`src/rtl/shared_reg_pkg.sv`:
```
// Shared definitions for the shared-register arbiter: command encodings and index-width helper.
// Latency: n/a (package only).
// Backpressure: n/a (package only).
package shared_reg_pkg;

  // Per-requester command encoding carried on req_op
  localparam logic [1:0] OP_LOAD   = 2'b00;
  localparam logic [1:0] OP_CLEAR  = 2'b01;
  localparam logic [1:0] OP_PRESET = 2'b10;
  localparam logic [1:0] OP_NOP    = 2'b11;

  // Width of a requester index; never narrower than one bit
  function automatic int idx_w(input int n);
    return (n <= 1) ? 1 : $clog2(n);
  endfunction

endpackage

```
`src/rtl/rr_pick.sv`:
```
// Round-robin picker: rotate the request vector by ptr, take the lowest set bit, rotate the index back.
// Latency: purely combinational, zero cycles.
// Backpressure: none; grant is all zero and any is low when no request is present.
module rr_pick #(
  parameter int N  = 4,
  parameter int IW = 2
) (
  input  logic [N-1:0]  req,
  input  logic [IW-1:0] ptr,
  output logic [N-1:0]  grant,
  output logic [IW-1:0] win,
  output logic          any
);

  logic [2*N-1:0] dbl;
  logic [N-1:0]   rot;
  int             pos;
  int             sum;

  // Priority search starting at ptr, wrapping modulo N
  always_comb begin
    dbl = {req, req};
    rot = N'(dbl >> ptr);
    pos = 0;
    for (int k = N - 1; k >= 0; k--) begin
      if (rot[k]) pos = k;
    end
    sum = int'(ptr) + pos;
    if (sum >= N) sum = sum - N;
    win   = IW'(sum);
    any   = |req;
    grant = '0;
    if (any) grant[win] = 1'b1;
  end

endmodule

```
`src/rtl/shared_reg_arbiter.sv`:
```
// Round-robin arbiter owning one shared WIDTH-bit register; requesters LOAD, CLEAR, PRESET or NOP it.
// Latency: accept to q visible is one cycle; one command accepted per cycle.
// Backpressure: combinational one-hot req_ready; losers retry. Optional lock: define SHARED_REG_LOCK_EN.
module shared_reg_arbiter
  import shared_reg_pkg::*;
#(
  parameter int               N_REQ      = 4,
  parameter int               WIDTH      = 8,
  parameter logic [WIDTH-1:0] RESET_VAL  = '0,
  parameter logic [WIDTH-1:0] PRESET_VAL = '1,
  localparam int              IW         = idx_w(N_REQ)
) (
  input  logic                   clk,
  input  logic                   reset,
  input  logic [N_REQ-1:0]       req_valid,
  input  logic [2*N_REQ-1:0]     req_op,
  input  logic [WIDTH*N_REQ-1:0] req_data,
`ifdef SHARED_REG_LOCK_EN
  input  logic [N_REQ-1:0]       req_lock,
`endif
  output logic [N_REQ-1:0]       req_ready,
  output logic [WIDTH-1:0]       q,
  output logic [IW-1:0]          last_id,
  output logic                   upd
);

  logic [IW-1:0]    ptr;
  logic [N_REQ-1:0] elig;
  logic [N_REQ-1:0] grant;
  logic [IW-1:0]    win;
  logic             any;
  logic             xfer;
  logic [1:0]       op_w;
  logic [WIDTH-1:0] data_w;
  logic [IW-1:0]    next_ptr;

`ifdef SHARED_REG_LOCK_EN
  logic             lock_active;
  logic [IW-1:0]    lock_owner;

  // While locked only the owner is eligible; if it drops valid nobody is granted
  always_comb begin
    elig = req_valid;
    if (lock_active) elig = req_valid & (N_REQ'(1) << lock_owner);
  end
`else
  // Every valid requester competes
  always_comb begin
    elig = req_valid;
  end
`endif

  rr_pick #(
    .N  (N_REQ),
    .IW (IW)
  ) u_pick (
    .req   (elig),
    .ptr   (ptr),
    .grant (grant),
    .win   (win),
    .any   (any)
  );

  // Reset suppresses all grants, so no transfer can coincide with reset
  assign req_ready = reset ? '0 : grant;
  assign xfer      = any & ~reset;
  assign next_ptr  = (win == IW'(N_REQ - 1)) ? '0 : win + IW'(1);

  // Select the winning requester's op and data slices
  always_comb begin
    op_w   = OP_NOP;
    data_w = '0;
    for (int i = 0; i < N_REQ; i++) begin
      if (win == IW'(i)) begin
        op_w   = req_op[2*i +: 2];
        data_w = req_data[WIDTH*i +: WIDTH];
      end
    end
  end

  // Register update, pointer rotation and (optional) lock tracking on each accept
  always_ff @(posedge clk) begin
    if (reset) begin
      q       <= RESET_VAL;
      last_id <= '0;
      upd     <= 1'b0;
      ptr     <= '0;
`ifdef SHARED_REG_LOCK_EN
      lock_active <= 1'b0;
      lock_owner  <= '0;
`endif
    end else begin
      upd <= 1'b0;
      if (xfer) begin
        last_id <= win;
        upd     <= (op_w != OP_NOP);
        case (op_w)
          OP_LOAD:   q <= data_w;
          OP_CLEAR:  q <= '0;
          OP_PRESET: q <= PRESET_VAL;
          default:   ;
        endcase
`ifdef SHARED_REG_LOCK_EN
        // A locking accept freezes the pointer; the releasing accept moves it past the owner
        lock_active <= req_lock[win];
        lock_owner  <= win;
        if (!req_lock[win]) ptr <= next_ptr;
`else
        ptr <= next_ptr;
`endif
      end
    end
  end

endmodule

```
`config.mk`:
```
export PLATFORM = sky130hd
export DESIGN_NAME = shared_reg_arbiter
export DESIGN_NICKNAME = d
export VERILOG_FILES = /design/src/rtl/shared_reg_pkg.sv /design/src/rtl/rr_pick.sv /design/src/rtl/shared_reg_arbiter.sv
export SDC_FILE = /design/constraint.sdc
export NUM_CORES = 1
export LEC_CHECK = 0
export CAP_MARGIN = 20
export CORE_MARGIN = 2
export CORE_UTILIZATION = 42
export DETAILED_ROUTE_END_ITERATION = 12
export PLACE_DENSITY = 0.86
export RECOVER_POWER = 100
export SYNTH_ARGS = -nofsm -noshare
export SYNTH_HDL_FRONTEND = slang
export SYNTH_SLANG_ARGS = --single-unit
```
`constraint.sdc`:
```
create_clock -name clk -period 10.19 [get_ports clk]
set_input_delay 3.057 -clock clk [delete_from_list [all_inputs] [get_ports clk]]
set_output_delay 3.057 -clock clk [all_outputs]
set_load 0.1 [all_outputs]
```
==> results.md <==
- Via Count: 1295
- Syn_nets: 211
- # DRC: 0
- Global-route usage over all layers: 18.5%
- PortBufs: 60
- Fin. max-slew vios: 0
- FFs w/ async S/R, synth: 0%
- Clk_lat worst skew: 0.29 ns
- Yosys cell types: 34
- Fin crit period: 9.46 ns
- # diodes: 0
- HP Class: reg2reg
- Seq cells post-synth: 13
- Area of the mapped netlist: 1170 um^2
- Yosys warnings: 0
- Clock sinks: 13
- DP Area: 1720 um^2
- Die area: 3210 um^2
- Global-route wire length before repair: 4.82 mm
- Worst-path clk slew: 0.08 ns
- Final Cycle Share: 92.9%
- Status: finished clean
- Total Nets Final: 264
- Yosys top cell by area: dfxtp_1
- Die height: 56.7 um
- WP buf/inv: 3
- 1st-iter DRT viols: 25
- Largest cells by area after synthesis: dfxtp_1 (22%), a21oi_1 (8.6%), ha_1 (8.6%)
- M1 WL: 1.37 mm
- Fin. Hold Viols: 0
- Post-synth top area share: 22.3%
- Final Non-Filler Cells: 240
- Placed cell count: 236
- Sequential area share after synthesis: 22.3%
- CP max stage delay: 0.67 ns
- Post-cts resize count: 0
- CTS tree: yes
- Finish-stage setup viols: 0
- Length of the first detailed-routing pass in iterations: 4
- Num rows: 19
- Slew headroom: 22.0%
- Share of cells above drive strength 1: 5.26%
- Core footprint: 2690 um^2
- DP HPWL: 2.51 mm
- Worst Path Class, Setup: in2out
- Vias in the first global route: 1163
- H-tree levels: 1
- CP Capture Type: output pin
- Met3 WL post-DR: 150 um
- Synth Flop Type: dfxtp_1
- CP delay by family, top: buffers and inverters
- Setup TNS: 0 ns
- Setup bufs post-CTS: 0
- Initial antenna violation count: 0
- Drt total wl: 3.09 mm
- Crit-path max FO: 10
- CTS max path bufs: 2
- Top sig layer: met4
- Layout area overhead: 47.4%
- Slew @ Worst Pin: 1.17 ns
- CTS root buf: clkbuf_4
- Fmax: 106 MHz
- Mapped Avg Cell Area: 7.43 um^2
- Die W: 56.7 um
- Crit path launch type: input pin
- Wire length on met2: 1.52 mm
- CTS Buf Count: 3
- Post-synth EDFFs: 0
- Congestion Overflow GR: 0
- DR WL/cell: 12.9 um
- Starting Density: 43.4%
- RSZ-0062 raised after global routing: no
- Cts hold-fix bufs: 0
- Max_cap viols: 0
- CP Data Arrival Time: 6.41 ns
- Worst EP required: 7.13 ns
- Syn Inst Count: 157
- Critical Path Slowest Stage Cell: dlygate4sd3_1
- Fin Clk Skew: 0.00252 ns
- I/O pins: 61
- Largest net degree at the start of global routing: 22
- Vias per cell: 5.40
- Final instance area: 1720 um^2
- Crit path cell chain: dlygate4sd3_1 > nand2_1 > nor2_1 > a211oi_1 > a21oi_1 > a211o_1 > ha_1 > xnor2_1 > xnor2_1 > ha_1 > inv_1 > nor3_1 > clkbuf_2
- Final Wtd Congestion: 0.794
- DRT antenna net count: 0
- Final hold slack: 0.456 ns
## path summary, 6_finish.rpt
check / startpoint / end / slack (ns) / cells past startpoint
worst min register to register: last_id[0] / last_id[0] / 0.46 / 2
worst max-delay path: req_valid[2] / req_ready[1] / 0.73 / 13
worst max register to register: ptr[0] / q[6] / 5.59 / 16
worst min-delay path: last_id[0] / last_id[0] / 0.46 / 2
## synthesized netlist by cell type (2+ instances only)
master	n
clkbuf_1	5
nor3_1	5
a21oi_1	20
buf_4	2
o21ai_0	10
a221oi_1	7
xnor2_1	2
a211oi_1	2
buf_2	2
o22ai_1	2
a22oi_1	8
nor2_1	13
o32ai_1	2
buf_6	2
nand2_1	7
inv_1	19
ha_1	8
nand2b_1	10
mux2_2	2
and2_1	3
dfxtp_1	13
## metal layers
metal,GRT usage [%],vias to the layer above
met4,7.14,0
met5,0,-
li1,-,653
met1,23.9,595
met2,31.9,41
met3,1.15,6
## area by class of cell
| class | count | area, um^2 |
|---|---|---|
| clock buffer | 4 | 26.3 |
| timing repair buffer | 60 | 579 |
| tap | 31 | 38.8 |
| sequential | 13 | 260 |
| fill | 251 | 967 |
| inverter | 19 | 71.3 |
| multi-input combinational | 113 | 743 |
## per-stage QoR
stage / worst slack (ns) / utilization [%]
2_1_floorplan: 0.228 / -
3_3_place_gp: 1.10 / 63.9
3_5_place_dp: 0.947 / 63.9
4_1_cts: 0.933 / 64.8
5_1_grt: 0.423 / 64.0
6_report: 0.725 / 64.0
## cells in the final DEF, fill, tap and decap left out, types with 2 or more instances in the layout
cell type	Yosys	final
dlygate4sd3_1	0	12
nor2_1	13	13
dfxtp_1	13	13
nor3_1	5	5
clkbuf_4	0	3
inv_1	19	19
clkbuf_2	0	3
and2_1	3	3
nand2b_1	10	10
clkdlybuf4s50_1	0	44
clkbuf_1	5	2
mux2_2	2	2
o32ai_1	2	2
a21oi_1	20	21
a211oi_1	2	2
o21ai_0	10	10
ha_1	8	8
nand2_1	7	7
a22oi_1	8	8
o22ai_1	2	2
a221oi_1	7	7
xnor2_1	2	2
## worst min-delay path, delay by kind of cell, from the launching register on
family / cells / cell delay (ns)
flip-flops: 1 / 0.31
AND/OR/NAND/NOR: 1 / 0.05
AO/OA/AOI/OAI: 1 / 0.05
## cell families (layout without fill, tap and decap cells)
kind of cell | Yosys count | count (layout) | share of synthesized area [%]
buf+inv | 31 | 83 | 13.0
mux | 3 | 3 | 2.79
fa+ha+maj | 8 | 8 | 8.58
compound gates | 56 | 56 | 31.7
flops | 13 | 13 | 22.3
xor+xnor | 2 | 2 | 1.50
simple gates | 44 | 44 | 20.2
## sequential cells by signal (all words and copies together) (netlist names)
register  cells
ptr           2
last_id       2
q             8
upd           1
Power is not shown: default switching activity piles up to over one toggle a cycle in this logic, so the estimate is an artifact.
==> RTL change: new RTL, same flow settings <==
The option `SHARED_REG_LOCK_EN` is turned on by a define.
--- a/src/rtl/shared_reg_arbiter.sv
+++ b/src/rtl/shared_reg_arbiter.sv
@@ -2,4 +2,6 @@
 // Latency: accept to q visible is one cycle; one command accepted per cycle.
 // Backpressure: combinational one-hot req_ready; losers retry. Optional lock: define SHARED_REG_LOCK_EN.
+`define SHARED_REG_LOCK_EN
+
 module shared_reg_arbiter
   import shared_reg_pkg::*;
Ports: changed (added req_lock); port bits go from 61 to 65. No check against the original RTL was run, so the function may have changed too.
==> RTL change against the unedited design <==
- cell area rose by 14%
- routed wire length rose by 4.7%
- worst setup slack got worse by 37 ps
- cell count up 13%
- sequential cell count is 1 higher
- synthesized area is 14% higher
- non-clock buffer count rose by 4
- critical path depth shrank 2
- register-to-register slack worse by 60 ps
- first-iteration DRC count increased by 88%
- critical path type unchanged
- highest routed layer unchanged
==> RTL change: results (changes against the unedited design) <==
** Setup path
- Number of cells traversed by the worst register-to-register path :: 12 (was 16)
- Slowest cell on crit path :: clkbuf_1 (was dlygate4sd3_1)
- The reg-to-reg startpoint was ptr[0] (unchanged).
- The capture point of the worst reg-to-reg path is q[0] (was q[6]).
- The flop-to-flop setup slack is 5530 ps (was 5590 ps).
- The endpoint of the most critical setup path is req_ready[1] (unchanged).
- Maximum cell stage delay along the critical path :: 880 ps (was 670 ps)
- Arrival time worst endpoint :: 6440 ps (was 6410 ps)

** Placed design
- Number of I/O port buffers :: 64 (was 60)
- The HPWL reported at the end of detailed placement was 2.58 mm (was 2.51 mm).
- Final RePlAce weighted congestion :: 0.770 (was 0.794)

** Worst hold path
- The end point of the worst hold path is q[1] (was last_id[0]).
- The startpoint of the lowest-slack hold path is q[1] (was last_id[0]).

** Synthesis
- The number of distinct library cell variants in the gate-level netlist after synthesis is 37 (was 34).
- The net count after synthesis came to 230 (was 211).
- The compound-cell area share of the yosys netlist is 0.242 (was 0.317).
- Most frequent cells after synthesis: 17 x nor2_1, 15 x nand2_1, 14 x dfxtp_1 (was 20 x a21oi_1, 19 x inv_1, 13 x dfxtp_1, 13 x nor2_1).
- Post-synthesis mux area share :: 0.123 (was 0.0279)
- The instance count of the mapped netlist is 172 (was 157).
- Leading post-synthesis cells by cell area: dfxtp_1 21%, ha_1 7.6%, o211ai_1 6.2% (was dfxtp_1 22%, a21oi_1 8.6%, ha_1 8.6%).
- Portion of the post-synthesis area used by sequential elements :: 0.212 (was 0.223)

** STA
- The number of endpoints failing setup at the final stage is 0 (unchanged).
- The headroom to the max-slew limit came to 0.215 (was 0.220).
- The worst clock skew is 4.32 ps (was 2.52 ps).
- Highest attainable clock frequency :: 105 MHz (was 106 MHz)

** Routing
- The routed via count came to 1365 (was 1295).
- The per-cell routed wire length came to 12.0 um (was 12.9 um).
- DRT iter0 DRCs :: 47 (was 25)

** Global route
- The number of antenna violations at the first check in global routing came to 0 (unchanged).
- The global-route usage over all layers is 0.185 (about the same).
- Via count of the first global-routing pass :: 1230 (was 1163)
- The routing usage on met2 was 0.297 (was 0.319).
- Fraction of met3 tracks used by global routing :: 0.0238 (was 0.0115)
- Global routing usage on met1 :: 0.264 (was 0.239)

** Final layout
- Fraction of final layout cells with drive strength greater than 1 :: 0.0752 (was 0.0526)
- Final Net Count :: 285 (was 264)
- Registers with the most flip-flops: q (8), lock_owner (2), ptr (2) (was q (8), last_id (2), ptr (2)).
- The post-route non-filler standard cell count is 270 (was 240).

** Status
- Result of the run :: finished clean (unchanged)
==> RTL change: kinds of logic (layout without fill, tap and decap cells) <==
| group | Yosys count | after routing |
|---|---|---|
| mux | 14 | 14 |
| compound gates | 53 | 53 |
| fa+ha+maj | 9 | 9 |
| simple gates | 63 | 63 |
| flops | 14 | 14 |
| xor+xnor | 1 | 1 |
| buf+inv | 18 | 72 |
==> RTL change: tightest hold or removal path, stage by stage (launching register included) <==
cell and delay [ps]:
dfxtp_1 320, nand2b_1 60, o21ai_0 60
==> RTL change: area by class of cell <==
cell class | count | area, um2
well taps | 44 | 55.1
flip-flops and latches | 14 | 280
fillers | 269 | 1080
clock buffers | 4 | 36.3
repair buffers | 64 | 623
inverters | 4 | 15.0
multi-input cells | 140 | 942
==> RTL change: report_power, final <==
part	switching (mW)	internal, mW	total [mW]
combinational	0.363	0.179	0.542
sequential	0.0198	0.0754	0.0952
clock	0.0179	0.0217	0.0396
total	0.401	0.276	0.677
